**config.mk**
```make
export PLATFORM = sky130hd
export DESIGN_NAME = mem_read_stage
export DESIGN_NICKNAME = d
export VERILOG_FILES = /design/src/rtl/mem_read_stage.sv
export SDC_FILE = /design/constraint.sdc
export NUM_CORES = 1
export LEC_CHECK = 0
export BUFFER_PORTS_ARGS = -buffer_cell sky130_fd_sc_hd__buf_2
export CAP_MARGIN = 20
export CORE_MARGIN = 4
export CORE_UTILIZATION = 45
export DETAILED_ROUTE_END_ITERATION = 8
export PLACE_DENSITY = 0.85
export SLEW_MARGIN = 10
export SYNTH_ARGS = -nofsm -noshare
export SYNTH_HDL_FRONTEND = slang
export SYNTH_SLANG_ARGS = --single-unit
```
**constraint.sdc**
```tcl
create_clock -name clk -period 2.56 [get_ports clk]
set_input_delay 0.128 -clock clk [delete_from_list [all_inputs] [get_ports clk]]
set_output_delay 0.128 -clock clk [all_outputs]
set_load 0.005 [all_outputs]
```
**src/rtl/mem_read_stage.sv**
```systemverilog
// Memory-read front end: issues a word-aligned read, waits MEM_LATENCY cycles, captures and
// lane-shifts the loaded word, and holds it under a valid/ready handshake.
module mem_read_stage #(
    parameter int unsigned MEM_LATENCY = 1,
    parameter int unsigned CNT_W       = 4
) (
    input  logic        clk,
    input  logic        reset,
    input  logic        req_valid,
    output logic        req_ready,
    input  logic [31:0] req_addr,
    input  logic [1:0]  req_op,
    output logic [31:0] mem_addr,
    output logic        mem_rd,
    input  logic [31:0] mem_rdata,
    output logic        mdr_valid,
    input  logic        mdr_ready,
    output logic [31:0] mdr_data,
    output logic [1:0]  mdr_op,
    output logic        misalign,
    output logic        busy
);

    typedef enum logic [1:0] {StIdle, StRead, StHold} state_e;

    state_e           state_q, state_d;
    logic [CNT_W-1:0] cnt_q, cnt_d;
    logic [1:0]       off_q, off_d;
    logic [1:0]       op_q, op_d;
    logic [31:0]      addr_q, addr_d;
    logic [31:0]      data_q, data_d;
    logic [1:0]       mop_q, mop_d;
    logic             mis_q, mis_d;
    logic             req_misalign;

    // Reserved op 3 is treated as misaligned so it never reaches memory.
    always_comb begin
        unique case (req_op)
            2'd0:    req_misalign = (req_addr[1:0] != 2'b00);
            2'd1:    req_misalign = req_addr[0];
            2'd2:    req_misalign = 1'b0;
            default: req_misalign = 1'b1;
        endcase
    end

    always_comb begin
        state_d = state_q;
        cnt_d   = cnt_q;
        off_d   = off_q;
        op_d    = op_q;
        addr_d  = addr_q;
        data_d  = data_q;
        mop_d   = mop_q;
        mis_d   = mis_q;
        case (state_q)
            StIdle: begin
                if (req_valid) begin
                    off_d  = req_addr[1:0];
                    op_d   = req_op;
                    addr_d = {req_addr[31:2], 2'b00};
                    if (req_misalign) begin
                        state_d = StHold;
                        data_d  = '0;
                        mis_d   = 1'b1;
                        mop_d   = req_op;
                    end else begin
                        state_d = StRead;
                        cnt_d   = CNT_W'(1);
                    end
                end
            end
            StRead: begin
                cnt_d = cnt_q + 1'b1;
                if (cnt_q == CNT_W'(MEM_LATENCY)) begin
                    // Little-endian: addressed lane moves to bit 0, upper bits zero-filled.
                    data_d  = mem_rdata >> {off_q, 3'b000};
                    mop_d   = op_q;
                    mis_d   = 1'b0;
                    state_d = StHold;
                end
            end
            StHold: begin
                if (mdr_ready) begin
                    mis_d   = 1'b0;
                    state_d = StIdle;
                end
            end
            default: state_d = StIdle;
        endcase
    end

    always_ff @(posedge clk or posedge reset) begin
        if (reset) begin
            state_q <= StIdle;
            cnt_q   <= '0;
            off_q   <= '0;
            op_q    <= '0;
            addr_q  <= '0;
            data_q  <= '0;
            mop_q   <= '0;
            mis_q   <= 1'b0;
        end else begin
            state_q <= state_d;
            cnt_q   <= cnt_d;
            off_q   <= off_d;
            op_q    <= op_d;
            addr_q  <= addr_d;
            data_q  <= data_d;
            mop_q   <= mop_d;
            mis_q   <= mis_d;
        end
    end

    assign req_ready = (state_q == StIdle);
    assign busy      = (state_q != StIdle);
    assign mem_rd    = (state_q == StRead);
    assign mdr_valid = (state_q == StHold);
    assign mem_addr  = addr_q;
    assign mdr_data  = data_q;
    assign mdr_op    = mop_q;
    assign misalign  = mis_q;

endmodule

```
==> Word level (Yosys, flattened, before mapping) <==
Cells that the tools add are included.
W data, S select, Z words.
{ "word_totals": {"register_bits": 75, "output_inout_bits": 71, "inputBits": 70} }
{ "op_classes": {"n_reduce_logical": 11, "eq_ne": 10, "n_shift": 1, "addsub": 1, "n_mux": 22} }
{ "op_table": {"columns": ["operator", "n"], "rows": [
  ["$mux W32", 3],
  ["$pmux W32 S2", 1],
  ["$shr A32 B5 Y32", 1],
  ["$mux W2", 7],
  ["$mux W4", 2],
  ["$pmux W4 S2", 1],
  ["$ne A2 B1 Y1 const B", 3],
  ["$pmux W1 S3", 2],
  ["$pmux W2 S3", 1],
  ["$reduce_and A3 Y1", 2],
  ["$reduce_bool A2 Y1", 3],
  ["$reduce_and A5 Y1", 1],
  ["$add A4 B1 Y4 const B", 1],
  ["$eq A2 B1 Y1 const B", 2],
  ["$eq A2 B2 Y1 const B", 2],
  ["$eq A4 B1 Y1 const B", 1],
  ["$logic_not A2 Y1", 2],
  ["$mux W1", 4],
  ["$ne A2 B2 Y1 const B", 2],
  ["$pmux W2 S2", 1],
  ["$reduce_and A4 Y1", 1],
  ["$reduce_bool A3 Y1", 1],
  ["$reduce_and A2 Y1", 1]
]} }

==> Logic depth before layout (Yosys ltp) <==
Gate-level depths: netlist of run 1.
{ "depth": {"word_depth": 5, "depth_mapped": 9, "depth_no_buf": 6} }

==> Worst setup path before layout of run 1 <==
Ideal clock, no wire load.
{ "synth_timing": {"path_kind": "register -> register", "startpoint": "register state_q[0]", "endpoint": "register data_q[17] (netlist: mdr_data[17])", "setup_time_ps": 125, "t_required_ps": 2435, "period_less_slack_ps": 2081, "arrival_time_ps": 1956, "path_stages_with_launch": 10, "path_slack_ps": 479, "cell_sequence": "dfrtp_1 > inv_1 > ha_1 > buf_2 > mux2i_1 > a21oi_4 > o21a_1 > buf_6 > buf_12 > mux2_4"} }
{ "synth_via": {"elab_chain_len": 3} }
{ "synth_lines": {"columns": ["element", "line_no", "text"], "rows": [
  ["from (decl)", "26", "state_e state_q, state_d;"],
  ["from (signal assigned)", "94", "state_q <= StIdle;"],
  ["from (signal assigned)", "103", "state_q <= state_d;"],
  ["$logic_not A2 Y1 (*)", null, null],
  ["named net req_ready", "10", "output logic req_ready,"],
  ["$ne A2 B1 Y1 (no line), or another cell as far along", null, null],
  ["$reduce_and A4 Y1 (no line)", null, null],
  ["to (signal assigned)", "108", "data_q <= data_d;"],
  ["to (decl)", "31", "logic [31:0] data_q, data_d;"]
]} }
Mark *: on every way through the listed nets, which the timed path passes. The rest lies on a longest branch.
A chain may end at the register's enable or synchronous reset.

==> Worst setup path in the final report of run 1 <==
{ "layout_timing": {"startpoint": "register state_q[0]", "endpoint": "register data_q[31] (netlist: mdr_data[31])"} }
{ "layout_via": {"elab_chain_len": 3} }
{ "layout_lines": {"columns": ["element", "line_no", "text"], "rows": [
  ["$eq A2 B1 Y1 / $logic_not A2 Y1 (equally long branches)", "55", "case (state_q)"],
  ["$ne A2 B1 Y1 (no line), or another cell as far along", null, null],
  ["$reduce_and A4 Y1 (no line)", null, null]
]} }
Parallel ways exist; a longest one is shown, timed or not.

==> results of run 1 <==
-- power by group through the flow --
stage          clock network [mW]  registers [mW]  logic (mW)
3_5_place_dp                    0            1.98        2.42
5_1_grt                      1.00            2.04        2.66
2_1_floorplan                   0            1.95        1.60
4_1_cts                     0.955            1.97        2.43
6_report                    0.930            1.97        2.42
3_3_place_gp                    0            1.95        2.34
-- path summary, 6_finish.rpt --
kind / from / endpoint / slack (ps) / cells after the start
max: state_q[0] / mdr_data[31] / 270 / 7
min: req_addr[3] / mem_addr[3] / 10 / 2
max reg2reg: state_q[0] / mdr_data[31] / 270 / 7
min reg2reg: mem_addr[12] / mem_addr[12] / 500 / 1
max in group asynchronous: reset / mdr_data[6] / 1880 / 3
min in group asynchronous: reset / mdr_data[7] / 70 / 3
-- metrics by stage --
stage / hold slack (ps) / instance area [um2] / utilization / worst slack [ps] / cells
3_3_place_gp: 357.7 / 4557 / 0.5574 / 238.3 / 554
3_5_place_dp: 364.4 / 4557 / 0.5574 / 99.54 / 554
6_report: 12.15 / 4828 / 0.5906 / 265.2 / 577
2_1_floorplan: 265.1 / 3779 / - / 479.0 / 322
4_1_cts: 0.2378 / 4810 / 0.5883 / 106.0 / 575
5_1_grt: 1.717 / 4826 / 0.5903 / 82.34 / 576
-- Yosys cell counts, types with 3 or more instances --
cell type  number
dfrtp_1        75
mux2_4          6
buf_2           5
o2111ai_1       8
mux2_2         48
o2bb2ai_1       8
o21ai_0        14
nor2_1         10
buf_4           3
buf_1           3
o211ai_1       10
mux2i_1        35
nand2_1        22
ha_1            6
inv_1          34
clkbuf_1        9
-- layer usage --
metal	track usage	vias up
li1	-	1403
met1	0.2361	1425
met2	0.3363	136
met3	0.06311	21
met4	0.07563	2
met5	0	-
-- registers in the layout, indices dropped and copies added, names as in the netlist --
signal	count
cnt_q	4
mdr_op	2
state_q	2
op_q	2
misalign	1
off_q	2
mem_addr	30
mdr_data	32
-- critical path, cell delays in order, from the launching register on --
cell and delay (ps):
dfrtp_1 410, inv_1 100, ha_1 370, mux2i_1 240, a21oi_4 290, o21a_4 380
buf_4 210, mux2i_1 200
-- timing repair --
action / 4_1_cts / 5_1_grt
hold endpoints to repair: 5 / 1
endpoints found under the setup margin: 0 / 19
hold buffers: 5 / 1
resized for setup: 0 / 1
-- kinds of logic (layout without fill, tap and decap cells) --
group / count (synthesis) / count (layout) / synth area share
AOI/OAI and AO/OA: 49 / 49 / 0.09878
adders and majority gates: 6 / 6 / 0.01989
other: 1 / 3 / 0.0009934
DFF: 75 / 75 / 0.4972
and+or+nand+nor: 44 / 44 / 0.05369
muxes: 89 / 89 / 0.2599
buffers and inverters: 57 / 206 / 0.06960
-- area by class of cell --
type	instances	area, um2	area share
tap	105	131.4	0.02721
multi-input combinational	190	1647	0.3410
antenna	1	2.502	0.0005183
timing repair buffer	156	840.8	0.1741
clock buffer	10	137.6	0.02850
clock inverter	6	65.06	0.01347
sequential	75	1877	0.3887
inverter	34	127.6	0.02643
==> flow_summary.ini, run 1 <==
[sta]
fin_setup_tns_ps = 0
finalClockSkew_ps = 12.23
hold_viol = 0
rsz0062_at_grt = false
min_period_ps = 2295
relSlewSlack = 0.3690
setup_violations = 0
tightest_slew_ps = 946.5
finalMaxSlewViolations = 0
period_share = 0.8964
max_freq_ghz = 0.4358

[layout]
layout_commonest_cell = buf_2
mostFrequentLayoutCells = buf_2, dfrtp_1, mux2_2
fillers = 691
area_delta_synth_final_pct = 27.91
fin_nets = 542
drive_gt1_frac = 0.4777

[place]
io_buffers = 138
post-dp-hpwl_um = 7033
gp_congestion = 0.8261

[drt]
route.met3.wl_um = 823
drt_first_pass_iters = 4
wl_um = 9527
dr_wl_met2_um = 4687
wl_met1_um = 3788
vias = 2987
drc = 0
routedWlPerCell_um = 16.51
drt_iter0_drc = 109
via_per_inst = 5.177
detail-route-antenna-nets = 0
highest_layer = met5

[setup_path]
cp-start-kind = flip-flop
worstPathArrival_ps = 2560
crit_required_ps = 2820
crit_path_end_kind = flip-flop
cp_max_fo = 21
path_class = reg -> reg

[yosys]
synth_cell_type_count = 35
yosys.area.top_type = dfrtp_1
avgSynthCellArea_um2 = 11.76
ys_seq_elements = 75
synth_cells = 321
yosys_warnings = 0
ys_async_sr_fraction = 1.000
synth_edf_count = 0
synthFlopType = dfrtp_1
synth_top_area_frac = 0.4972
synth_seq_area_share = 0.4972
synth.cell_area_mm2 = 0.003775
synth_area_leaders = dfrtp_1, mux2_2, mux2i_1

[grt]
antenna_found_initial = 2
grt_pass1_wl_um = 15500
gr-total-overflow = 0
gr-usage-all-layers = 0.1987
grt_max_degree = 76
grt_pass1_vias = 3148

[clock_tree]
clock-root-buffer = clkbuf_8
numCtsBuffers = 9
clkSlewWorstSetupHoldPaths_ps = 80
h-tree-depth = 3
clockBufferDepth = 2
clk_latency_ps = 350
numClockSinks = 75
tritoncts = done
cts_setup_buffers = 0

[job]
max_cap_violations = 0

[pwr]
p_clk_frac = 0.175
power_density_mw_per_mm2 = 1102
cellLeakagePower_nw = 2.402
max-vdd-ir-drop_v = 0.0005361
internal_power_mw = 3.378
p_sw_frac = 0.3651
sequentialPowerShare = 0.371
switchingPower_mw = 1.943
p_total_mw = 5.321
p_comb_frac = 0.454

[outcome]
status = finished, final reports clean

[hold_path]
hold_class = in -> reg

[die]
core_region_area_mm2 = 0.008175
die_h_um = 99.59
initial_core_util = 0.4617
die_area_mm2 = 0.009918
num_rows = 33
die_width_um = 99.59
ios = 141
No activity file was read; power rests on OpenSTA's default activity.
==> run 2, diff against run 1 <==
--- a/config.mk
+++ b/config.mk
@@ -5,6 +5,7 @@
 export SDC_FILE = /design/constraint.sdc
 export NUM_CORES = 1
 export LEC_CHECK = 0
+export ABC_AREA = 1
 export BUFFER_PORTS_ARGS = -buffer_cell sky130_fd_sc_hd__buf_2
 export CAP_MARGIN = 20
 export CORE_MARGIN = 4
==> run 2 against run 1 <==
Clock power grew 3.5%. Highest routed layer is now met4. Largest cell class unchanged. Clock skew is 3.0 ps higher. First-iteration DRC count increased by 83%. Area after synthesis fell by 0.13%.
==> flow_summary.ini, run 2 <==
[sta]
max_freq_ghz = 0.4427
finalMaxSlewViolations = 0
rsz0062_at_grt = false
finalClockSkew_ps = 15.27
fin_setup_tns_ps = 0
relSlewSlack = 0.5516
period_share = 0.8823
hold_viol = 0
worst_slack_ps = 301.2
min_period_ps = 2259
tightest_slew_ps = 671.6
setup_violations = 0

[drt]
detail-route-antenna-nets = 0
drt_first_pass_iters = 8
drt_iter0_drc = 199
wl_um = 10510
routedWlPerCell_um = 15.15
drc = 0
vias = 3410
via_per_inst = 4.914

[yosys]
synth_cell_type_count = 25
synth_top_area_frac = 0.4978
yosys.area.top_type = dfrtp_1
ys_async_sr_fraction = 1.000
synthFlopType = dfrtp_1
synth_edf_count = 0
ys_seq_elements = 75
synth_seq_area_share = 0.4978
synth.cell_area_mm2 = 0.003770
synth_area_leaders = dfrtp_1, nand2_1, mux2_2
synth_cells = 434
yosys_warnings = 0
avgSynthCellArea_um2 = 8.686
yosysMostFrequentCell = nand2_1
synth.top_cells.by_count = nand2_1, dfrtp_1, mux2_2, nand3_1, o21ai_0

[setup_path]
path_cells = inv_1, ha_1, inv_2, o21ai_1, nand2_1, inv_4, nand2_4, nand2_1, nand2_1
path_class = reg -> reg
critPathBufInv = 3
cp_max_fo = 35
rr_endpoint = mdr_data[5]
path_common_cell = nand2_1
worstPathArrival_ps = 2490
crit_required_ps = 2790
r2r_start = state_q[1]
critPathMaxStageDelay_ps = 420
reg2reg_slack_ps = 300
crit_path_end_kind = flip-flop
crit_slowest_cell = dfrtp_1
cp-start-kind = flip-flop
path_delay_family = simple AND/OR/NAND/NOR gates
rr_worst_depth = 9

[job]
max_cap_violations = 0

[hold_path]
hold_class = in -> reg
min_from = req_addr[29]
min_to = mem_addr[29]
whs_path_depth = 2

[die]
num_rows = 33
ios = 141
initial_core_util = 0.4611
die_width_um = 99.53
core_region_area_mm2 = 0.008175
die_area_mm2 = 0.009906
die_h_um = 99.53

[layout]
drive_gt1_frac = 0.3379
mostFrequentLayoutCells = nand2_1, buf_2, dfrtp_1
layout_commonest_cell = nand2_1
fillers = 719
largest_register_ff_count = 32
area_delta_synth_final_pct = 28.87
fin_nets = 660
n_antenna_cell = 0

[clock_tree]
clkSlewWorstSetupHoldPaths_ps = 90
clock-root-buffer = clkbuf_8
h-tree-depth = 3
numClockSinks = 75
tritoncts = done
clk_latency_ps = 350
clockBufferDepth = 2
cts_resized = 0
numCtsBuffers = 9

[outcome]
status = finished, final reports clean

[grt]
grt_pass1_vias = 3410
grt_max_degree = 50
grt_pass1_wl_um = 16780
gr-usage-all-layers = 0.2121
gr-total-overflow = 0
antenna_found_initial = 0

[pwr]
power_density_mw_per_mm2 = 1089
cellLeakagePower_nw = 2.677
max-vdd-ir-drop_v = 0.0005042

[place]
post-dp-hpwl_um = 7406
io_buffers = 138
gp_congestion = 0.8688
pre_cts_slack_ps = 363.2
## run 2: final cells by class
| type | count | area [um2] | share of cell area |
|---|---|---|---|
| repair buffers | 162 | 930.9 | 0.1916 |
| multi-input cells | 302 | 1582 | 0.3255 |
| inverters | 34 | 130.1 | 0.02678 |
| well taps | 105 | 131.4 | 0.02704 |
| flip-flops and latches | 75 | 1877 | 0.3863 |
| clock buffers | 9 | 123.9 | 0.02550 |
| clock inverters | 7 | 83.83 | 0.01725 |
## run 2: stage by stage
step | power, mW | utilization | instances | hold slack [ps] | area [um2]
after floorplan | 3.571 | - | 435 | 278.5 | 3774
after global placement | 4.189 | 0.5456 | 659 | 241.2 | 4461
after detailed placement | 4.307 | 0.5456 | 659 | 257.9 | 4461
after CTS | 5.303 | 0.5931 | 693 | 0.08940 | 4848
after global routing | 5.697 | 0.5943 | 694 | 3.199 | 4858
final | 5.291 | 0.5943 | 694 | 13.01 | 4858
## run 2: cell families after synthesis
logic type | share of synthesized area
AO/OA/AOI/OAI | 0.06107
XOR/XNOR | 0.002324
adder cells (fa/ha/maj) | 0.01991
buffers and inverters | 0.08364
flip-flops | 0.4978
multiplexers | 0.09260
other | 0.0009947
AND/OR/NAND/NOR | 0.2416
## run 2: how the worst max path moves through the flow
stage	start	depth (start not counted)	endpoint	slack, ps
after floorplan	reset	1	cnt_q[0]	520
after global placement	state_q[1]	9	mdr_data[7]	480
after detailed placement	state_q[1]	9	mdr_data[5]	360
after CTS	state_q[1]	9	mdr_data[10]	340
after global routing	state_q[1]	9	mdr_data[8]	90
final	state_q[1]	9	mdr_data[5]	300
## run 2: worst reg2reg max path: stages, from the launching register on
cell,delay [ps]
dfrtp_1,420
inv_1,100
ha_1,410
inv_2,120
o21ai_1,200
nand2_1,120
inv_4,280
nand2_4,290
nand2_1,140
nand2_1,60
## run 2: what timing repair did
action | CTS | global route
hold buffers | 18 | 1
buffers inserted | 0 | 0
endpoints found under the hold margin | 47 | 1
## run 2: power by group
group	internal [mW]	switching, mW	leakage [nW]	total, mW
Combinational	0.980	1.38	1.62	2.36
Clock	0.469	0.494	0.103	0.963
Sequential	1.68	0.291	0.954	1.97
## run 2: layer usage
| metal | global-route usage | vias to the layer above | wire [um] |
|---|---|---|---|
| met2 | 0.3507 | 111 | 5274 |
| met3 | 0.03576 | 22 | 498 |
| met4 | 0.08193 | 0 | 245 |
| met5 | 0 | - | 0 |
| li1 | - | 1688 | - |
| met1 | 0.2793 | 1589 | 4492 |
